## config.mk

```make
export PLATFORM = sky130hd
export DESIGN_NAME = pipelined_cla_adder
export DESIGN_NICKNAME = d
export VERILOG_FILES = /design/src/rtl/pipelined_cla_adder_pkg.sv /design/src/rtl/pipelined_cla_adder_cla_segment.sv /design/src/rtl/pipelined_cla_adder.sv
export SDC_FILE = /design/constraint.sdc
export NUM_CORES = 1
export LEC_CHECK = 0
export ABC_AREA = 1
export CORE_ASPECT_RATIO = 0.5
export CORE_MARGIN = 4
export CORE_UTILIZATION = 30
export CTS_CLUSTER_DIAMETER = 100
export DETAILED_ROUTE_END_ITERATION = 7
export PLACE_DENSITY = 0.52
export SETUP_SLACK_MARGIN = 0.05
export SYNTH_ARGS = -nofsm -noshare
export SYNTH_HDL_FRONTEND = slang
export SYNTH_HIERARCHICAL = 1
export SYNTH_SLANG_ARGS = --single-unit
export TNS_END_PERCENT = 20
```

## constraint.sdc

```tcl
create_clock -name clk -period 4.5 [get_ports clk]
set_input_delay 0.9 -clock clk [delete_from_list [all_inputs] [get_ports clk]]
set_output_delay 0.9 -clock clk [all_outputs]
set_load 0.05 [all_outputs]
```

## src/rtl/pipelined_cla_adder_pkg.sv

```systemverilog
// Shared definitions for the pipelined carry-lookahead adder/subtractor:
// NZCV flag bit positions, the default datapath width and the overflow rule.
package pipelined_cla_adder_pkg;

    localparam int DEFAULT_N = 32;

    // Bit positions inside a packed NZCV nibble
    localparam int FLAG_N = 3;
    localparam int FLAG_Z = 2;
    localparam int FLAG_C = 1;
    localparam int FLAG_V = 0;

    typedef logic [3:0] nzcv_t;

    // Two's-complement overflow: operands agree in sign, result disagrees
    function automatic logic signed_overflow(input logic a_msb, input logic b_msb, input logic s_msb);
        return (a_msb == b_msb) && (s_msb != a_msb);
    endfunction

endpackage

```

## src/rtl/pipelined_cla_adder_cla_segment.sv

```systemverilog
// One pipeline segment of the adder: a purely combinational W-bit adder made of
// BLOCK-wide lookahead groups, with a second lookahead level across the groups.
module carry_lookahead_adder_block
    import pipelined_cla_adder_pkg::*;
#(
    parameter int BLOCK = 4
) (
    input  logic [BLOCK-1:0] i_a,
    input  logic [BLOCK-1:0] i_b,
    input  logic             i_cin,
    output logic [BLOCK-1:0] o_s,
    output logic             o_gg,
    output logic             o_gp
);
    logic [BLOCK-1:0] w_p;
    logic [BLOCK-1:0] w_g;
    logic [BLOCK:0]   w_c;
    logic             w_gg;
    logic             w_gp;

    assign w_p = i_a ^ i_b;
    assign w_g = i_a & i_b;

    // Internal carries plus group generate/propagate (the latter independent of i_cin)
    always_comb begin
        w_c[0] = i_cin;
        w_gg   = 1'b0;
        w_gp   = 1'b1;
        for (int i = 0; i < BLOCK; i++) begin
            w_c[i+1] = w_g[i] | (w_p[i] & w_c[i]);
            w_gg     = w_g[i] | (w_p[i] & w_gg);
            w_gp     = w_gp & w_p[i];
        end
    end

    assign o_s  = w_p ^ w_c[BLOCK-1:0];
    assign o_gg = w_gg;
    assign o_gp = w_gp;
endmodule

module cla_segment
    import pipelined_cla_adder_pkg::*;
#(
    parameter int W     = 16,
    parameter int BLOCK = 4
) (
    input  logic [W-1:0] i_a,
    input  logic [W-1:0] i_b,
    input  logic         i_cin,
    output logic [W-1:0] o_s,
    output logic         o_cout
);
    localparam int GROUPS = W / BLOCK;

    logic [GROUPS-1:0] w_grp_g;
    logic [GROUPS-1:0] w_grp_p;
    logic [GROUPS:0]   w_grp_c;

    genvar gi;
    generate
        for (gi = 0; gi < GROUPS; gi++) begin : g_grp
            carry_lookahead_adder_block #(.BLOCK(BLOCK)) u_blk (
                .i_a   (i_a[gi*BLOCK +: BLOCK]),
                .i_b   (i_b[gi*BLOCK +: BLOCK]),
                .i_cin (w_grp_c[gi]),
                .o_s   (o_s[gi*BLOCK +: BLOCK]),
                .o_gg  (w_grp_g[gi]),
                .o_gp  (w_grp_p[gi])
            );
        end
    endgenerate

    // Group carries from group generate/propagate, so no carry ripples through a block
    always_comb begin
        w_grp_c[0] = i_cin;
        for (int k = 0; k < GROUPS; k++) begin
            w_grp_c[k+1] = w_grp_g[k] | (w_grp_p[k] & w_grp_c[k]);
        end
    end

    assign o_cout = w_grp_c[GROUPS];
endmodule

```

## src/rtl/pipelined_cla_adder.sv

```systemverilog
// Pipelined adder/subtractor with NZCV flags. Each stage resolves one W-bit
// segment; operands, partial sums, the carry and a running zero flag travel
// together so the full result emerges from the last stage register.
module pipelined_cla_adder
    import pipelined_cla_adder_pkg::*;
#(
    parameter int N      = DEFAULT_N,
    parameter int STAGES = 2,
    parameter int BLOCK  = 4
) (
    input  logic         clk,
    input  logic         reset_n,
    input  logic         in_valid,
    output logic         in_ready,
    input  logic [N-1:0] a,
    input  logic [N-1:0] b,
    input  logic         sub,
    input  logic         cin,
    output logic         out_valid,
    input  logic         out_ready,
    output logic [N-1:0] s,
    output logic         flag_n,
    output logic         flag_z,
    output logic         flag_c,
    output logic         flag_v
);
    localparam int W = N / STAGES;
    localparam int L = STAGES - 1;
    localparam logic [N-1:0] SEG_MASK = N'({W{1'b1}});

    logic [N-1:0]      w_b_eff;
    logic [STAGES:0]   w_adv;
    logic [STAGES-1:0] w_src_valid, w_src_c, w_src_z, w_nxt_c, w_nxt_z;
    logic [N-1:0]      w_src_a [STAGES];
    logic [N-1:0]      w_src_b [STAGES];
    logic [N-1:0]      w_src_s [STAGES];
    logic [N-1:0]      w_nxt_s [STAGES];
    logic [W-1:0]      w_seg_s [STAGES];
    nzcv_t             w_flags;

    logic [STAGES-1:0] r_valid, r_c, r_z;
    logic [N-1:0]      r_a [STAGES];
    logic [N-1:0]      r_b [STAGES];
    logic [N-1:0]      r_s [STAGES];

    assign w_b_eff = sub ? ~b : b;

    genvar gi;
    generate
        for (gi = 0; gi < STAGES; gi++) begin : g_stage
            if (gi == 0) begin : g_head
                assign w_src_valid[gi] = in_valid;
                assign w_src_a[gi]     = a;
                assign w_src_b[gi]     = w_b_eff;
                assign w_src_s[gi]     = '0;
                assign w_src_c[gi]     = cin;
                assign w_src_z[gi]     = 1'b1;
            end else begin : g_body
                assign w_src_valid[gi] = r_valid[gi-1];
                assign w_src_a[gi]     = r_a[gi-1];
                assign w_src_b[gi]     = r_b[gi-1];
                assign w_src_s[gi]     = r_s[gi-1];
                assign w_src_c[gi]     = r_c[gi-1];
                assign w_src_z[gi]     = r_z[gi-1];
            end

            cla_segment #(.W(W), .BLOCK(BLOCK)) u_seg (
                .i_a    (w_src_a[gi][gi*W +: W]),
                .i_b    (w_src_b[gi][gi*W +: W]),
                .i_cin  (w_src_c[gi]),
                .o_s    (w_seg_s[gi]),
                .o_cout (w_nxt_c[gi])
            );

            // Splice this segment's sum into the word carried forward
            assign w_nxt_s[gi] = (w_src_s[gi] & ~(SEG_MASK << (gi*W))) | (N'(w_seg_s[gi]) << (gi*W));
            assign w_nxt_z[gi] = w_src_z[gi] & (w_seg_s[gi] == '0);
        end
    endgenerate

    // Backpressure chain: a stage moves when it is empty or its successor moves
    always_comb begin
        w_adv[STAGES] = out_ready;
        for (int k = STAGES - 1; k >= 0; k--) begin
            w_adv[k] = ~r_valid[k] | w_adv[k+1];
        end
    end

    assign in_ready = w_adv[0];

    // Stage registers: valid follows the handshake, data only loads for a real operation
    always_ff @(posedge clk or negedge reset_n) begin
        if (!reset_n) begin
            r_valid <= '0;
            r_c     <= '0;
            r_z     <= '0;
            for (int k = 0; k < STAGES; k++) begin
                r_a[k] <= '0;
                r_b[k] <= '0;
                r_s[k] <= '0;
            end
        end else begin
            for (int k = 0; k < STAGES; k++) begin
                if (w_adv[k]) begin
                    r_valid[k] <= w_src_valid[k];
                    if (w_src_valid[k]) begin
                        r_a[k] <= w_src_a[k];
                        r_b[k] <= w_src_b[k];
                        r_s[k] <= w_nxt_s[k];
                        r_c[k] <= w_nxt_c[k];
                        r_z[k] <= w_nxt_z[k];
                    end
                end
            end
        end
    end

    // Flags decoded straight from the last stage register, no extra cycle
    always_comb begin
        w_flags         = '0;
        w_flags[FLAG_N] = r_s[L][N-1];
        w_flags[FLAG_Z] = r_z[L];
        w_flags[FLAG_C] = r_c[L];
        w_flags[FLAG_V] = signed_overflow(r_a[L][N-1], r_b[L][N-1], r_s[L][N-1]);
    end

    assign out_valid = r_valid[L];
    assign s         = r_s[L];
    assign flag_n    = w_flags[FLAG_N];
    assign flag_z    = w_flags[FLAG_Z];
    assign flag_c    = w_flags[FLAG_C];
    assign flag_v    = w_flags[FLAG_V];
endmodule
```

==> impl_metrics.env <==
export IMPL_final_hold_violation_count=0
export IMPL_core_rows=35
export IMPL_fin_cells=1002
export IMPL_vias_per_cell=4.07
export IMPL_cell_area_reported_after_detailed_placement_um2=6680
export IMPL_timing_hold_worst_start="s[8]$_DFFE_PN0P_"
export IMPL_place_worst_setup_slack_ps=251
export IMPL_grt_first_pass_wirelength_um=21900
export IMPL_detailedRoute_firstIterationViolations=150
export IMPL_final_design_area_no_fill_um2=6970
export IMPL_post_synth_num_cell_types=24
export IMPL_synth_net_count=798
export IMPL_grtUsageTotal_pct=12.6
export IMPL_mostFrequentLayoutCells="sky130_fd_sc_hd__nand2_1, sky130_fd_sc_hd__clkdlybuf4s50_1, sky130_fd_sc_hd__dfrtp_1"
export IMPL_layout_worst_path_cycle_share_pct=85.8
export IMPL_final_common_cell="sky130_fd_sc_hd__nand2_1"
export IMPL_ir_worst_vdd_mv=0.202
export IMPL_aggregate_negative_setup_slack_ps=0
export IMPL_final_antenna_net_count=0
export IMPL_cp_end_kind="flop"
export IMPL_coreArea_um2=18500
export IMPL_gp_congestion=0.782
export IMPL_design_portCount=108
export IMPL_cts_tree="built"
export IMPL_dieWidth_um=202
export IMPL_final_setup_viol_count=0
export IMPL_die_height_um=105
export IMPL_pwr_density_cell_nw_per_um2=514
export IMPL_cp_launch_type="primary input"
export IMPL_unrepaired_setup_endpoints_after_global_routing="no"
export IMPL_starting_utilization_of_the_core_area_pct=30.6
export IMPL_dpl_hpwl_um=9640
export IMPL_areaGrowthSynthToFinish_pct=23.1
export IMPL_synth_seq_area_share_pct=38.9
export IMPL_grt_pass1_vias=4411
export IMPL_ys_seq_elements=88
export IMPL_clock_fmax_ghz=0.259
export IMPL_ctsLongestPathBuffers=2
export IMPL_timing_rr_start="r_a[51]$_DFFE_PN0P_"
export IMPL_maximum_number_of_pins_on_one_net_before_global_route_repair=68
export IMPL_insertedDiodeCount=0
export IMPL_cts_clock_pin_slew_for_the_worst_setup_and_hold_paths_ps=70
export IMPL_timing_critical_path_cells="clkdlybuf4s50_1, xor2_1, ha_1, nand2_1, nand3_1, nand2_1, nand2_1, inv_1, nand2_2, nand2_2, nand2_2, nand2_2, nand2_2, inv_1, fa_1, inv_1, fa_1, fa_1, xor2_1, nor2_1, nand2_1, nor2_1, nand3_1, nand2_1"
export IMPL_number_of_filler_cells_placed_in_the_layout=1966
export IMPL_cts_htree_levels=3
export IMPL_yosysWarningCount=6
export IMPL_critical_path_top_delay_family="adder cells"
export IMPL_clkSinkCount=88
export IMPL_routed_wirelength_um=12700
export IMPL_min_delay_worst_type="reg -> reg"
export IMPL_cts_buffers=9
export IMPL_vias=4082
export IMPL_drc_violation_count_after_routing=0
export IMPL_run_status="complete, no violations"
export IMPL_placed_cells=986
export IMPL_startpoint="b[2]"
export IMPL_synthesized_area_per_cell_um2=8.43
export IMPL_number_of_antenna_violations_at_the_first_check_in_global_routing=0
export IMPL_worst_slew_pin_transition_ps=801
export IMPL_ctsHoldBuffers=0
export IMPL_critPathRequiredTime_ps=4780
export IMPL_period_needed_ps=3860
export IMPL_post_cts_setup_buffers=0
export IMPL_critPathBufInv=4
export IMPL_path_class="in -> reg"
export IMPL_total_power_mw=3.58
export IMPL_post_synth_instance_area_um2=5660
export IMPL_timing_critical_path_fanout_max=3
export IMPL_crit_path_top_delay_cell="sky130_fd_sc_hd__clkdlybuf4s50_1"
export IMPL_tritonroute_pass_1_iters=4
export IMPL_port_buffers=107
export IMPL_drive_gt1_share_pct=7.00
export IMPL_critical_path_arrival_ps=4150
export IMPL_nNetsFinal=864
export IMPL_instance_count_of_the_mapped_netlist=672
export IMPL_timing_slew_headroom_pct=46.4
export IMPL_critPathMaxStageDelay_ps=470
export IMPL_fin_worst_skew_ps=10.1
export IMPL_clockRootBuffer="sky130_fd_sc_hd__clkbuf_16"
export IMPL_max_capacitance_violation_count=0
export IMPL_wl_per_cell_um=12.7
export IMPL_cts_resized=0
export IMPL_post_route_worst_setup_slack_ps=637
export IMPL_die_area_um2=21300
export IMPL_worstSkewPairLatency_ps=340
export IMPL_grt_ovfl_total=0
export IMPL_leakagePower_nw=3.47
export IMPL_slew_violations=0
[cell usage after synthesis]
cell type | number | area share, %
sky130_fd_sc_hd__nand2_1 | 230 | 15
sky130_fd_sc_hd__dfrtp_1 | 88 | 39
sky130_fd_sc_hd__inv_1 | 76 | 5.0
sky130_fd_sc_hd__nand3_1 | 39 | 3.4
sky130_fd_sc_hd__buf_4 | 38 | 5.0
sky130_fd_sc_hd__ha_1 | 32 | 7.1
sky130_fd_sc_hd__nor2_1 | 29 | 1.9
sky130_fd_sc_hd__fa_1 | 24 | 8.5
sky130_fd_sc_hd__xor2_1 | 24 | 3.7
sky130_fd_sc_hd__o21ai_0 | 19 | 1.7
sky130_fd_sc_hd__nand2_2 | 16 | 1.8
sky130_fd_sc_hd__xnor2_1 | 16 | 2.5
sky130_fd_sc_hd__buf_2 | 7 | 0.62
sky130_fd_sc_hd__clkbuf_1 | 6 | 0.40
sky130_fd_sc_hd__buf_6 | 5 | 0.99
sky130_fd_sc_hd__nand4_1 | 5 | 0.55
sky130_fd_sc_hd__nor2_2 | 5 | 0.55
sky130_fd_sc_hd__nor3b_2 | 5 | 1.1
sky130_fd_sc_hd__o21ai_1 | 3 | 0.27
sky130_fd_sc_hd__a21oi_1 | 1 | 0.088
sky130_fd_sc_hd__clkbuf_2 | 1 | 0.088
sky130_fd_sc_hd__inv_2 | 1 | 0.066
sky130_fd_sc_hd__nand2_4 | 1 | 0.20
sky130_fd_sc_hd__nand3_4 | 1 | 0.31
[stage by stage]
stage | hold slack, ps | utilization [%]
after floorplan | 443 | -
after global placement | 459 | 36.2
after detailed placement | 459 | 36.2
after CTS | 478 | 37.7
after global routing | 501 | 37.7
final | 471 | 37.7
[flip-flops by register name, summed over array words and instances (netlist names)]
| signal | cells |
|---|---|
| r_c | 2 |
| r_b | 17 |
| r_valid | 2 |
| r_a | 17 |
| r_z | 2 |
| s | 32 |
| r_s | 16 |
[tightest hold or removal path, cell delays in order (launching register included)]
cell and delay [ps]:
sky130_fd_sc_hd__dfrtp_1 340, sky130_fd_sc_hd__nand2_1 60, sky130_fd_sc_hd__nand2_1 50
[logic make-up after synthesis]
logic type / Yosys count / share of synthesized area (%)
compound gates: 23 / 2.03
xor+xnor: 40 / 6.19
fa+ha+maj: 56 / 15.6
buf+inv: 134 / 12.2
flops: 88 / 38.9
simple gates: 331 / 25.1
[metal layers]
| layer | share of wire, % | up-vias | global-route usage [%] |
|---|---|---|---|
| met2 | 48 | 49 | 21.4 |
| met5 | 0 | - | 0 |
| li1 | - | 2142 | - |
| met4 | 0.64 | 0 | 2.32 |
| met3 | 3.5 | 7 | 2.45 |
| met1 | 48 | 1884 | 16.9 |
[where the power goes]
part | internal [mW] | switching [mW] | leakage (nW)
Sequential | 1.02 | 0.160 | 1.09
Combinational | 0.600 | 1.08 | 2.24
Clock | 0.387 | 0.340 | 0.143
[path summary, 6_finish.rpt]
path,end,slack [ps],cells past startpoint
worst max-delay path,r_z[0]$_DFFE_PN0P_,640,24
worst min-delay path,s[8]$_DFFE_PN0P_,470,2
worst max register to register,r_z[1]$_DFFE_PN0P_,1420,22
worst min register to register,s[8]$_DFFE_PN0P_,470,2
max in group asynchronous,r_b[63]$_DFFE_PN0P_,2950,2
min in group asynchronous,s[23]$_DFFE_PN0P_,630,1
[cell type report]
class	instances	area [um2]	share of cell area [%]
Multi-Input combinational cell	450	2770	39.7
Clock inverter	7	60.1	0.862
Tap cell	259	324	4.65
Sequential cell	88	2200	31.6
Timing Repair Buffer	112	1100	15.8
Inverter	77	289	4.15
Clock buffer	9	225	3.23
Note: power is estimated with default switching activity, not from simulation.
